$ cat src/rtl/pic8259_pkg.sv
// pic8259_pkg: shared definitions for the 8259A interrupt-acknowledge logic.
//   - control_state encodings (CTL_IDLE/CTL_ACK1/CTL_ACK2/CTL_ACK3)
//   - CALL opcode byte emitted in the first 8080-mode INTA pulse
//   - helpers that turn a priority-resolved request into an IR index / one-hot
package pic8259_pkg;

  typedef enum logic [2:0] {
    CTL_IDLE = 3'b000,
    CTL_ACK1 = 3'b001,
    CTL_ACK2 = 3'b010,
    CTL_ACK3 = 3'b011
  } ctl_state_t;

  localparam logic [7:0] CALL_OPCODE = 8'hCD;

  // Index of the lowest set request bit; an empty request is the spurious
  // case and reports level 7.
  function automatic logic [2:0] ir_encode(input logic [7:0] req);
    logic [2:0] idx;
    idx = 3'd7;
    for (int i = 7; i >= 0; i--) begin
      if (req[i]) begin
        idx = i[2:0];
      end else begin
        idx = idx;
      end
    end
    return idx;
  endfunction

  // Keeps only the lowest set bit (two's-complement trick); zero stays zero.
  function automatic logic [7:0] lowest_bit(input logic [7:0] req);
    return req & (~req + 8'd1);
  endfunction

endpackage

$ cat src/rtl/inta_edge_detect.sv
// inta_edge_detect: edge detector for the (already synchronous) INTA pin.
// Ports:
//   clock, reset_n     system clock, asynchronous active-low reset
//   interrupt_ack_n    INTA pin
//   fall               registered one-cycle strobe: pin went low
//   rise               registered one-cycle strobe: pin went high
//   low                pin is low, aligned with the fall/rise strobes
module inta_edge_detect (
  input  logic clock,
  input  logic reset_n,
  input  logic interrupt_ack_n,
  output logic fall,
  output logic rise,
  output logic low
);

  logic ack_d_r;
  logic fall_r;
  logic rise_r;

  // Delay the pin one clock and register the edge strobes so that they
  // line up with ack_d (which then serves as the "pin is low" qualifier).
  always_ff @(posedge clock or negedge reset_n) begin
    if (!reset_n) begin
      ack_d_r <= 1'b1;
      fall_r  <= 1'b0;
      rise_r  <= 1'b0;
    end else begin
      ack_d_r <= interrupt_ack_n;
      fall_r  <= ack_d_r & ~interrupt_ack_n;
      rise_r  <= ~ack_d_r & interrupt_ack_n;
    end
  end

  assign fall = fall_r;
  assign rise = rise_r;
  assign low  = ~ack_d_r;

endmodule

$ cat src/rtl/interrupt_ack_sequencer.sv
// interrupt_ack_sequencer: steps the 8259A INTA acknowledge cycle, captures
// the acknowledged IR level and drives the vector / CALL bytes.
// Optional feature macro: INTA_TIMEOUT_EN (abort a stalled sequence after
// TIMEOUT_CYCLES clocks with INTA high; seq_abort tied low otherwise).
// Ports:
//   clock, reset_n            clock, asynchronous active-low reset
//   interrupt_ack_n           INTA pin (synchronous)
//   mode_8086, auto_eoi       ICW4 uPM / AEOI (captured on first INTA)
//   cascade_slave             device is a cascade slave
//   cascade_output_ack_2_3    this device owns the bus in ACK2/ACK3
//   interrupt_to_ack [7:0]    priority-resolved request (captured)
//   vector_base [4:0]         ICW2 T7..T3
//   call_base [15:0]          8080 CALL address base
//   call_interval_4           ICW1 ADI
//   control_state [2:0]       IDLE/ACK1/ACK2/ACK3
//   acknowledge_interrupt     captured one-hot level
//   latch_in_service, end_of_ack, auto_eoi_clear, seq_abort   1-clk pulses
//   data_out [7:0], data_out_enable                          bus drive
module interrupt_ack_sequencer
  import pic8259_pkg::*;
#(
  parameter int TIMEOUT_CYCLES = 255
) (
  input  logic        clock,
  input  logic        reset_n,
  input  logic        interrupt_ack_n,
  input  logic        mode_8086,
  input  logic        auto_eoi,
  input  logic        cascade_slave,
  input  logic        cascade_output_ack_2_3,
  input  logic [7:0]  interrupt_to_ack,
  input  logic [4:0]  vector_base,
  input  logic [15:0] call_base,
  input  logic        call_interval_4,
  output logic [2:0]  control_state,
  output logic [7:0]  acknowledge_interrupt,
  output logic        latch_in_service,
  output logic        end_of_ack,
  output logic        auto_eoi_clear,
  output logic [7:0]  data_out,
  output logic        data_out_enable,
  output logic        seq_abort
);

  logic fall_s;
  logic rise_s;
  logic low_s;

  inta_edge_detect u_edge (
    .clock           (clock),
    .reset_n         (reset_n),
    .interrupt_ack_n (interrupt_ack_n),
    .fall            (fall_s),
    .rise            (rise_s),
    .low             (low_s)
  );

  ctl_state_t state_r, state_nxt_s;
  logic       mode_r, mode_nxt_s;
  logic       aeoi_r, aeoi_nxt_s;
  logic [2:0] ir_r, ir_nxt_s;
  logic [7:0] ack_r, ack_nxt_s;
  logic       latch_r, latch_nxt_s;
  logic       eoa_r, eoa_nxt_s;
  logic       aeoi_clr_r;
  logic       abort_r, abort_nxt_s;
  logic [7:0] dout_r, dout_nxt_s;
  logic       den_r, den_nxt_s;

`ifdef INTA_TIMEOUT_EN
  localparam int CW = $clog2(TIMEOUT_CYCLES + 1);
  logic [CW-1:0] cnt_r, cnt_nxt_s;
  logic          timing_s;
`else
  // TIMEOUT_CYCLES only has an effect when the timeout counter is built.
  if (TIMEOUT_CYCLES < 1) begin : g_timeout_unused
  end
`endif

  // Next-state, capture and pulse generation.
  always_comb begin
    state_nxt_s = state_r;
    mode_nxt_s  = mode_r;
    aeoi_nxt_s  = aeoi_r;
    ir_nxt_s    = ir_r;
    ack_nxt_s   = ack_r;
    latch_nxt_s = 1'b0;
    eoa_nxt_s   = 1'b0;
    abort_nxt_s = 1'b0;
    case (state_r)
      CTL_IDLE: begin
        if (fall_s) begin
          state_nxt_s = CTL_ACK1;
          mode_nxt_s  = mode_8086;
          aeoi_nxt_s  = auto_eoi;
          ir_nxt_s    = ir_encode(interrupt_to_ack);
          ack_nxt_s   = lowest_bit(interrupt_to_ack);
          latch_nxt_s = |interrupt_to_ack;
        end else begin
          state_nxt_s = CTL_IDLE;
        end
      end
      CTL_ACK1: begin
        if (fall_s) begin
          state_nxt_s = CTL_ACK2;
        end else begin
          state_nxt_s = CTL_ACK1;
        end
      end
      CTL_ACK2: begin
        // ACK2 is final only in 8086 mode; 8080 needs a third pulse.
        if (fall_s && !mode_r) begin
          state_nxt_s = CTL_ACK3;
        end else if (rise_s && mode_r) begin
          state_nxt_s = CTL_IDLE;
          eoa_nxt_s   = 1'b1;
        end else begin
          state_nxt_s = CTL_ACK2;
        end
      end
      CTL_ACK3: begin
        if (rise_s) begin
          state_nxt_s = CTL_IDLE;
          eoa_nxt_s   = 1'b1;
        end else begin
          state_nxt_s = CTL_ACK3;
        end
      end
      default: begin
        state_nxt_s = CTL_IDLE;
      end
    endcase

`ifdef INTA_TIMEOUT_EN
    // Count only while waiting (INTA high) for a further pulse.
    timing_s = ((state_r == CTL_ACK1) || ((state_r == CTL_ACK2) && !mode_r)) && !low_s;
    if (fall_s || !timing_s) begin
      cnt_nxt_s = '0;
    end else if (cnt_r == CW'(TIMEOUT_CYCLES - 1)) begin
      cnt_nxt_s   = '0;
      state_nxt_s = CTL_IDLE;
      abort_nxt_s = 1'b1;
      eoa_nxt_s   = 1'b0;
    end else begin
      cnt_nxt_s = cnt_r + CW'(1);
    end
`endif
  end

  // Bus byte for the state being entered, using the values being captured
  // so the first ACK1 cycle already drives correctly.
  always_comb begin
    den_nxt_s  = 1'b0;
    dout_nxt_s = 8'h00;
    if (low_s) begin
      case (state_nxt_s)
        CTL_ACK1: begin
          if (!mode_nxt_s && !cascade_slave) begin
            den_nxt_s  = 1'b1;
            dout_nxt_s = CALL_OPCODE;
          end else begin
            den_nxt_s  = 1'b0;
          end
        end
        CTL_ACK2: begin
          if (cascade_output_ack_2_3) begin
            den_nxt_s = 1'b1;
            if (mode_nxt_s) begin
              dout_nxt_s = {vector_base, ir_nxt_s};
            end else if (call_interval_4) begin
              dout_nxt_s = {call_base[7:5], ir_nxt_s, 2'b00};
            end else begin
              dout_nxt_s = {call_base[7:6], ir_nxt_s, 3'b000};
            end
          end else begin
            den_nxt_s = 1'b0;
          end
        end
        CTL_ACK3: begin
          if (cascade_output_ack_2_3) begin
            den_nxt_s  = 1'b1;
            dout_nxt_s = call_base[15:8];
          end else begin
            den_nxt_s  = 1'b0;
          end
        end
        default: begin
          den_nxt_s = 1'b0;
        end
      endcase
    end else begin
      den_nxt_s = 1'b0;
    end
  end

  // State, captured values and registered outputs.
  always_ff @(posedge clock or negedge reset_n) begin
    if (!reset_n) begin
      state_r    <= CTL_IDLE;
      mode_r     <= 1'b0;
      aeoi_r     <= 1'b0;
      ir_r       <= 3'd0;
      ack_r      <= 8'h00;
      latch_r    <= 1'b0;
      eoa_r      <= 1'b0;
      aeoi_clr_r <= 1'b0;
      abort_r    <= 1'b0;
      dout_r     <= 8'h00;
      den_r      <= 1'b0;
    end else begin
      state_r    <= state_nxt_s;
      mode_r     <= mode_nxt_s;
      aeoi_r     <= aeoi_nxt_s;
      ir_r       <= ir_nxt_s;
      ack_r      <= ack_nxt_s;
      latch_r    <= latch_nxt_s;
      eoa_r      <= eoa_nxt_s;
      aeoi_clr_r <= eoa_nxt_s & aeoi_r;
      abort_r    <= abort_nxt_s;
      dout_r     <= dout_nxt_s;
      den_r      <= den_nxt_s;
    end
  end

`ifdef INTA_TIMEOUT_EN
  // Inter-pulse timeout counter.
  always_ff @(posedge clock or negedge reset_n) begin
    if (!reset_n) begin
      cnt_r <= '0;
    end else begin
      cnt_r <= cnt_nxt_s;
    end
  end
`endif

  assign control_state         = state_r;
  assign acknowledge_interrupt = ack_r;
  assign latch_in_service      = latch_r;
  assign end_of_ack            = eoa_r;
  assign auto_eoi_clear        = aeoi_clr_r;
  assign data_out              = dout_r;
  assign data_out_enable       = den_r;
  assign seq_abort             = abort_r;

endmodule

$ cat config.mk
export PLATFORM = sky130hd
export DESIGN_NAME = interrupt_ack_sequencer
export DESIGN_NICKNAME = d
export VERILOG_FILES = /design/src/rtl/pic8259_pkg.sv /design/src/rtl/inta_edge_detect.sv /design/src/rtl/interrupt_ack_sequencer.sv
export SDC_FILE = /design/constraint.sdc
export NUM_CORES = 1
export LEC_CHECK = 0
export CORE_AREA = 2 2 69 55
export DETAILED_ROUTE_END_ITERATION = 7
export DIE_AREA = 0 0 71 57
export GPL_ROUTABILITY_DRIVEN = 0
export GPL_TIMING_DRIVEN = 0
export PLACE_DENSITY = 0.82
export SLEW_MARGIN = 20
export SYNTH_ARGS = -nofsm -noshare
export SYNTH_HDL_FRONTEND = slang
export SYNTH_SLANG_ARGS = --single-unit
$ cat constraint.sdc
create_clock -name clock -period 5.1 [get_ports clock]
set_input_delay 1.02 -clock clock [delete_from_list [all_inputs] [get_ports clock]]
set_output_delay 1.02 -clock clock [all_outputs]
set_load 0.01 [all_outputs]
# --- Word-level counts from Yosys, hierarchy flattened ---
# Cells that the tools add are included.
word_totals:
  register_bits: 31
  inputBits: 37
  wordCells: 71
op_classes:
  n_addsub: 1
  eq_ne: 6
  mux: 34
  bitwise: 7
  reduce_logical: 10
op_table:
  columns: ["op", "count"]
  rows:
  - ["$mux W8", 5]
  - ["$mux W3", 8]
  - ["$pmux W8 S3", 1]
  - ["$eq A3 B2 Y1 const B", 4]
  - ["$mux W1", 12]
  - ["$pmux W3 S4", 1]
  - ["$add A8 B1 Y8 const B", 1]
  - ["$and A8 B8 Y8", 1]
  - ["$mux W2", 4]
  - ["$not A8 Y8", 1]
  - ["$reduce_or A8 Y1", 1]
  - ["$eq A3 B1 Y1 const B", 2]
  - ["$mux W6", 1]
  - ["$pmux W1 S2", 2]
  - ["$and A1 B1 Y1", 3]
  - ["$logic_and A1 B1 Y1", 3]
  - ["$logic_not A1 Y1", 3]
  - ["$logic_not A3 Y1", 1]
  - ["$not A1 Y1", 2]
  - ["$reduce_and A2 Y1", 1]
  - ["$reduce_or A2 Y1", 1]

# --- Logic depth before layout (Yosys ltp) ---
depth:
  depth_word: 14
  depth_mapped: 7

# --- Cells and area by module ---
# From an unflattened synthesis, not the netlist that was laid out.
hier_totals:
  hier_cells: 149
  hier_area_um2: 1503.9
by_module_without_submodules:
  columns: ["module", "n_inst", "cells_each", "area_each_um2", "seq_area_each_um2"]
  rows:
  - ["interrupt_ack_sequencer", 1, 143, 1408.9, 675.6]
  - ["inta_edge_detect", 1, 6, 95.1, 76.3]

# --- Worst setup path before layout ---
# Ideal clock, no wire load.
synth_timing:
  kind: "in2reg"
  startpoint: "input port interrupt_to_ack[3]"
  endpoint: "register dout_r[4] (netlist: data_out[4])"
  setup_ns: 0.095
  arrival_ns: 2.042
  required_ns: 5.005
  slack_ns: 2.962
  path_stages: 5
  cell_sequence: "nor4_1 -> mux2_4 -> or2_1 -> a31oi_1 -> o31ai_1"
synth_between:
  elab_chain_len: 11
synth_rtl:
  columns: ["item", "line_no", "source"]
  rows:
  - ["start: declaration", "interrupt_ack_sequencer.sv:31", "input logic [7:0] interrupt_to_ack,"]
  - ["$mux W3 (4 in a row)", "pic8259_pkg.sv:22", "if (req[i]) begin"]
  - ["$mux W3", "interrupt_ack_sequencer.sv:92", "if (fall_s) begin"]
  - ["$mux W3", "interrupt_ack_sequencer.sv:90", "case (state_r)"]
  - ["via ir_nxt_s[2]", "interrupt_ack_sequencer.sv:61", "logic [2:0] ir_r, ir_nxt_s;"]
  - ["$mux W6", "interrupt_ack_sequencer.sv:170", "end else if (call_interval_4) begin"]
  - ["$mux W8", "interrupt_ack_sequencer.sv:168", "if (mode_nxt_s) begin"]
  - ["$mux W8", "interrupt_ack_sequencer.sv:166", "if (cascade_output_ack_2_3) begin"]
  - ["$pmux W8 S3", "interrupt_ack_sequencer.sv:156", "case (state_nxt_s)"]
  - ["$mux W8", "interrupt_ack_sequencer.sv:155", "if (low_s) begin"]
  - ["via dout_nxt_s[4]", "interrupt_ack_sequencer.sv:67", "logic [7:0] dout_r, dout_nxt_s;"]
  - ["end signal: assignment", "interrupt_ack_sequencer.sv:220", "dout_r <= dout_nxt_s;"]
  - ["end: declaration", "interrupt_ack_sequencer.sv:67", null]
# The timed path passes the listed nets, and every way through them passes these cells.
# A chain may end at the register's enable or synchronous reset.

# --- Worst setup path after layout ---
# Same ends and word-level chain as after synthesis.

==> results.py <==
metrics = {
    "status": {
        "status": "finished clean",
    },
    "clocking": {
        "cts_sinks": 30,
        "cts_hold_buf": 0,
        "cts_resized": 0,
        "numCtsBuffers": 5,
        "cts-htree-levels": 2,
        "clkTransAtPathRegs_ns": 0.06,
        "cts_tree": "done",
        "clock_latency_ns": 0.28,
        "cts_buffer_depth": 2,
        "post_cts_buffers": 0,
        "root_buffer": "clkbuf_8",
    },
    "finish": {
        "num_antenna_cells": 0,
        "fin_nets": 247,
        "layout-drive-gt1-share_pct": 9.48,
        "layout_common_cells": "clkdlybuf4s50_1, nand2_1, dfrtp_1",
        "syn2layout_area_growth_pct": 46.1,
        "layout_commonest_cell": "clkdlybuf4s50_1",
        "stdcell_count": 253,
    },
    "worst_setup_path": {
        "path_class": "in -> reg",
        "critPathArrivalTime_ns": 2.86,
        "crit_start": "interrupt_to_ack[3]",
        "r2r_cells": 7,
        "critPathMaxFanout": 4,
        "rr_startpoint": "control_state[1]",
        "reg2reg_to": "data_out[6]",
        "r2r_setup_slack_ns": 3.09,
        "critPathCaptureType": "register",
        "start_kind": "primary input",
        "critical_path_required_ns": 5.27,
    },
    "yosys": {
        "ys_types": 43,
        "ys.flop_type": "dfrtp_1",
        "syn_inst": 149,
        "netlist_area_um2": 1460,
        "ys_async_sr_fraction_pct": 100,
        "yosys_register_bits": 30,
        "yosysSeqAreaShare_pct": 51.5,
        "yosys.area.top_type": "dfrtp_1",
        "synth_edf_count": 0,
        "syn-mean-instance-area_um2": 9.81,
        "ys_warn_count": 0,
        "synth.top_cell.area_share_pct": 49.7,
        "ys_top_cells_by_area": "dfrtp_1, nand2_1, nor2_1",
    },
    "grt": {
        "grt_pass1_wl_um": 5920,
        "grt_pass1_vias": 1254,
        "grt_usage_pct": 19.0,
        "antenna_found_initial": 0,
        "overflow": 0,
        "grt_max_degree": 31,
    },
    "sta": {
        "drv_slew": 0,
        "max_freq_mhz": 372,
        "slew-limit-headroom_pct": 56.9,
        "rsz0062_at_grt": "false",
        "setup_viol": 0,
        "setup_tns_ns": 0,
        "min_period_over_period_pct": 52.6,
        "finalCriticalPeriod_ns": 2.69,
        "finClkSkew_ns": 0.00406,
        "tightestPinTransition_ns": 0.641,
        "hold_viol_final": 0,
    },
    "placed_design": {
        "portBuffers": 53,
        "dpl.hpwl_um": 2760,
        "dp_cells": 245,
    },
    "routing": {
        "vias": 1297,
        "via_per_inst": 5.13,
        "antenna_left": 0,
        "routedWlPerCell_um": 14.1,
        "dr.pass1.iters": 4,
        "wirelength_um": 3570,
        "drt_iter0_markers": 100,
        "drcViolationCount": 0,
    },
    "floorplanning": {
        "pin_count": 61,
        "initial_core_util_pct": 42.4,
        "die_h_um": 57,
        "die-area_um2": 4050,
        "rows": 19,
        "core_area_um2": 3450,
        "die_x_um": 71,
    },
    "worst_hold_path": {
        "hold_end": "acknowledge_interrupt[2]",
        "hold_start": "acknowledge_interrupt[2]",
        "hp-class": "reg -> reg",
        "hold_path_depth": 2,
    },
    "power_and_ir_drop": {
        "ir_drop_mv": 0.221,
        "cellPowerDensity_nw_per_um2": 406,
        "p_leak_uw": 0.000952,
    },
    "job": {
        "maxCapViolations": 0,
    },
}
==> critical path, stage by stage <==
cell,delay (ns)
clkdlybuf4s50_1,0.48
nor4_1,0.62
mux2_4,0.30
or2_1,0.10
a31oi_1,0.09
o31ai_1,0.24
==> cell type report <==
| cell class | instances | area [um^2] |
|---|---|---|
| well taps | 42 | 52.6 |
| plain buffers | 7 | 56.3 |
| repair buffers | 53 | 526 |
| fillers | 283 | 1310 |
| flip-flops and latches | 30 | 752 |
| inverters | 7 | 26.3 |
| clock buffers | 7 | 86.3 |
| clock inverters | 1 | 5.00 |
| multi-input cells | 106 | 631 |
==> flip-flops by register name (all words and copies together) (netlist names) <==
name	count
acknowledge_interrupt	8
data_out	8
ir_r	3
control_state	2
aeoi_r	1
auto_eoi_clear	1
data_out_enable	1
end_of_ack	1
latch_in_service	1
mode_r	1
u_edge.ack_d_r	1
u_edge.fall	1
u_edge.rise	1
==> kinds of logic after synthesis <==
| kind of cell | Yosys count | synth area share [%] |
|---|---|---|
| multiplexers | 5 | 3.94 |
| AND/OR/NAND/NOR | 69 | 23.6 |
| buffers and inverters | 14 | 5.65 |
| AO/OA/AOI/OAI | 30 | 15.1 |
| flip-flops | 30 | 51.5 |
| other | 1 | 0.257 |
==> through the flow <==
stage                     cell area (um^2)  utilization (%)  total power, uW  hold WS (ns)  setup slack [ns]
after floorplan                       1470                -              522         0.437              2.96
after CTS                             2130             61.9              874         0.474              2.43
final                                 2130             61.9              868         0.472              2.41
after global placement                2050             59.4              669         0.450              2.22
after detailed placement              2040             59.3              676         0.460              2.16
after global routing                  2130             61.9              922         0.497              2.27
==> synthesized netlist by cell type, drive strengths merged, types with 2 or more instances <==
library cell	instances
o31ai	5
a32oi	2
nor2b	4
and3	3
nand3b	3
inv	7
o21ai	5
nand3	2
a31oi	5
mux2	3
mux2i	2
nor2	10
nand2b	3
and3b	2
nand4b	2
dfrtp	29
buf	6
a211oi	2
a21oi	2
nand2	32
==> routing by layer <==
metal  global-route usage [%]  part of all wire [%]  vias up
met1                     26.7                    46      608
met2                     28.7                    47       45
li1                         -                     -      641
met4                     7.28                  0.81        0
met3                     4.77                   6.2        3
met5                        0                     0        -
==> power by group <==
group	internal, uW	switching (uW)	total (uW)
Sequential	293	35.2	328
Combinational	173	172	345
Clock	109	86.3	195
==> how the worst max path moves through the flow <==
stage | end
global route | data_out[4]
global placement | data_out[4]
finish | data_out[4]
detailed placement | data_out[4]
floorplan | data_out[4]
CTS | data_out[4]
No activity file was read; power rests on OpenSTA's default activity.
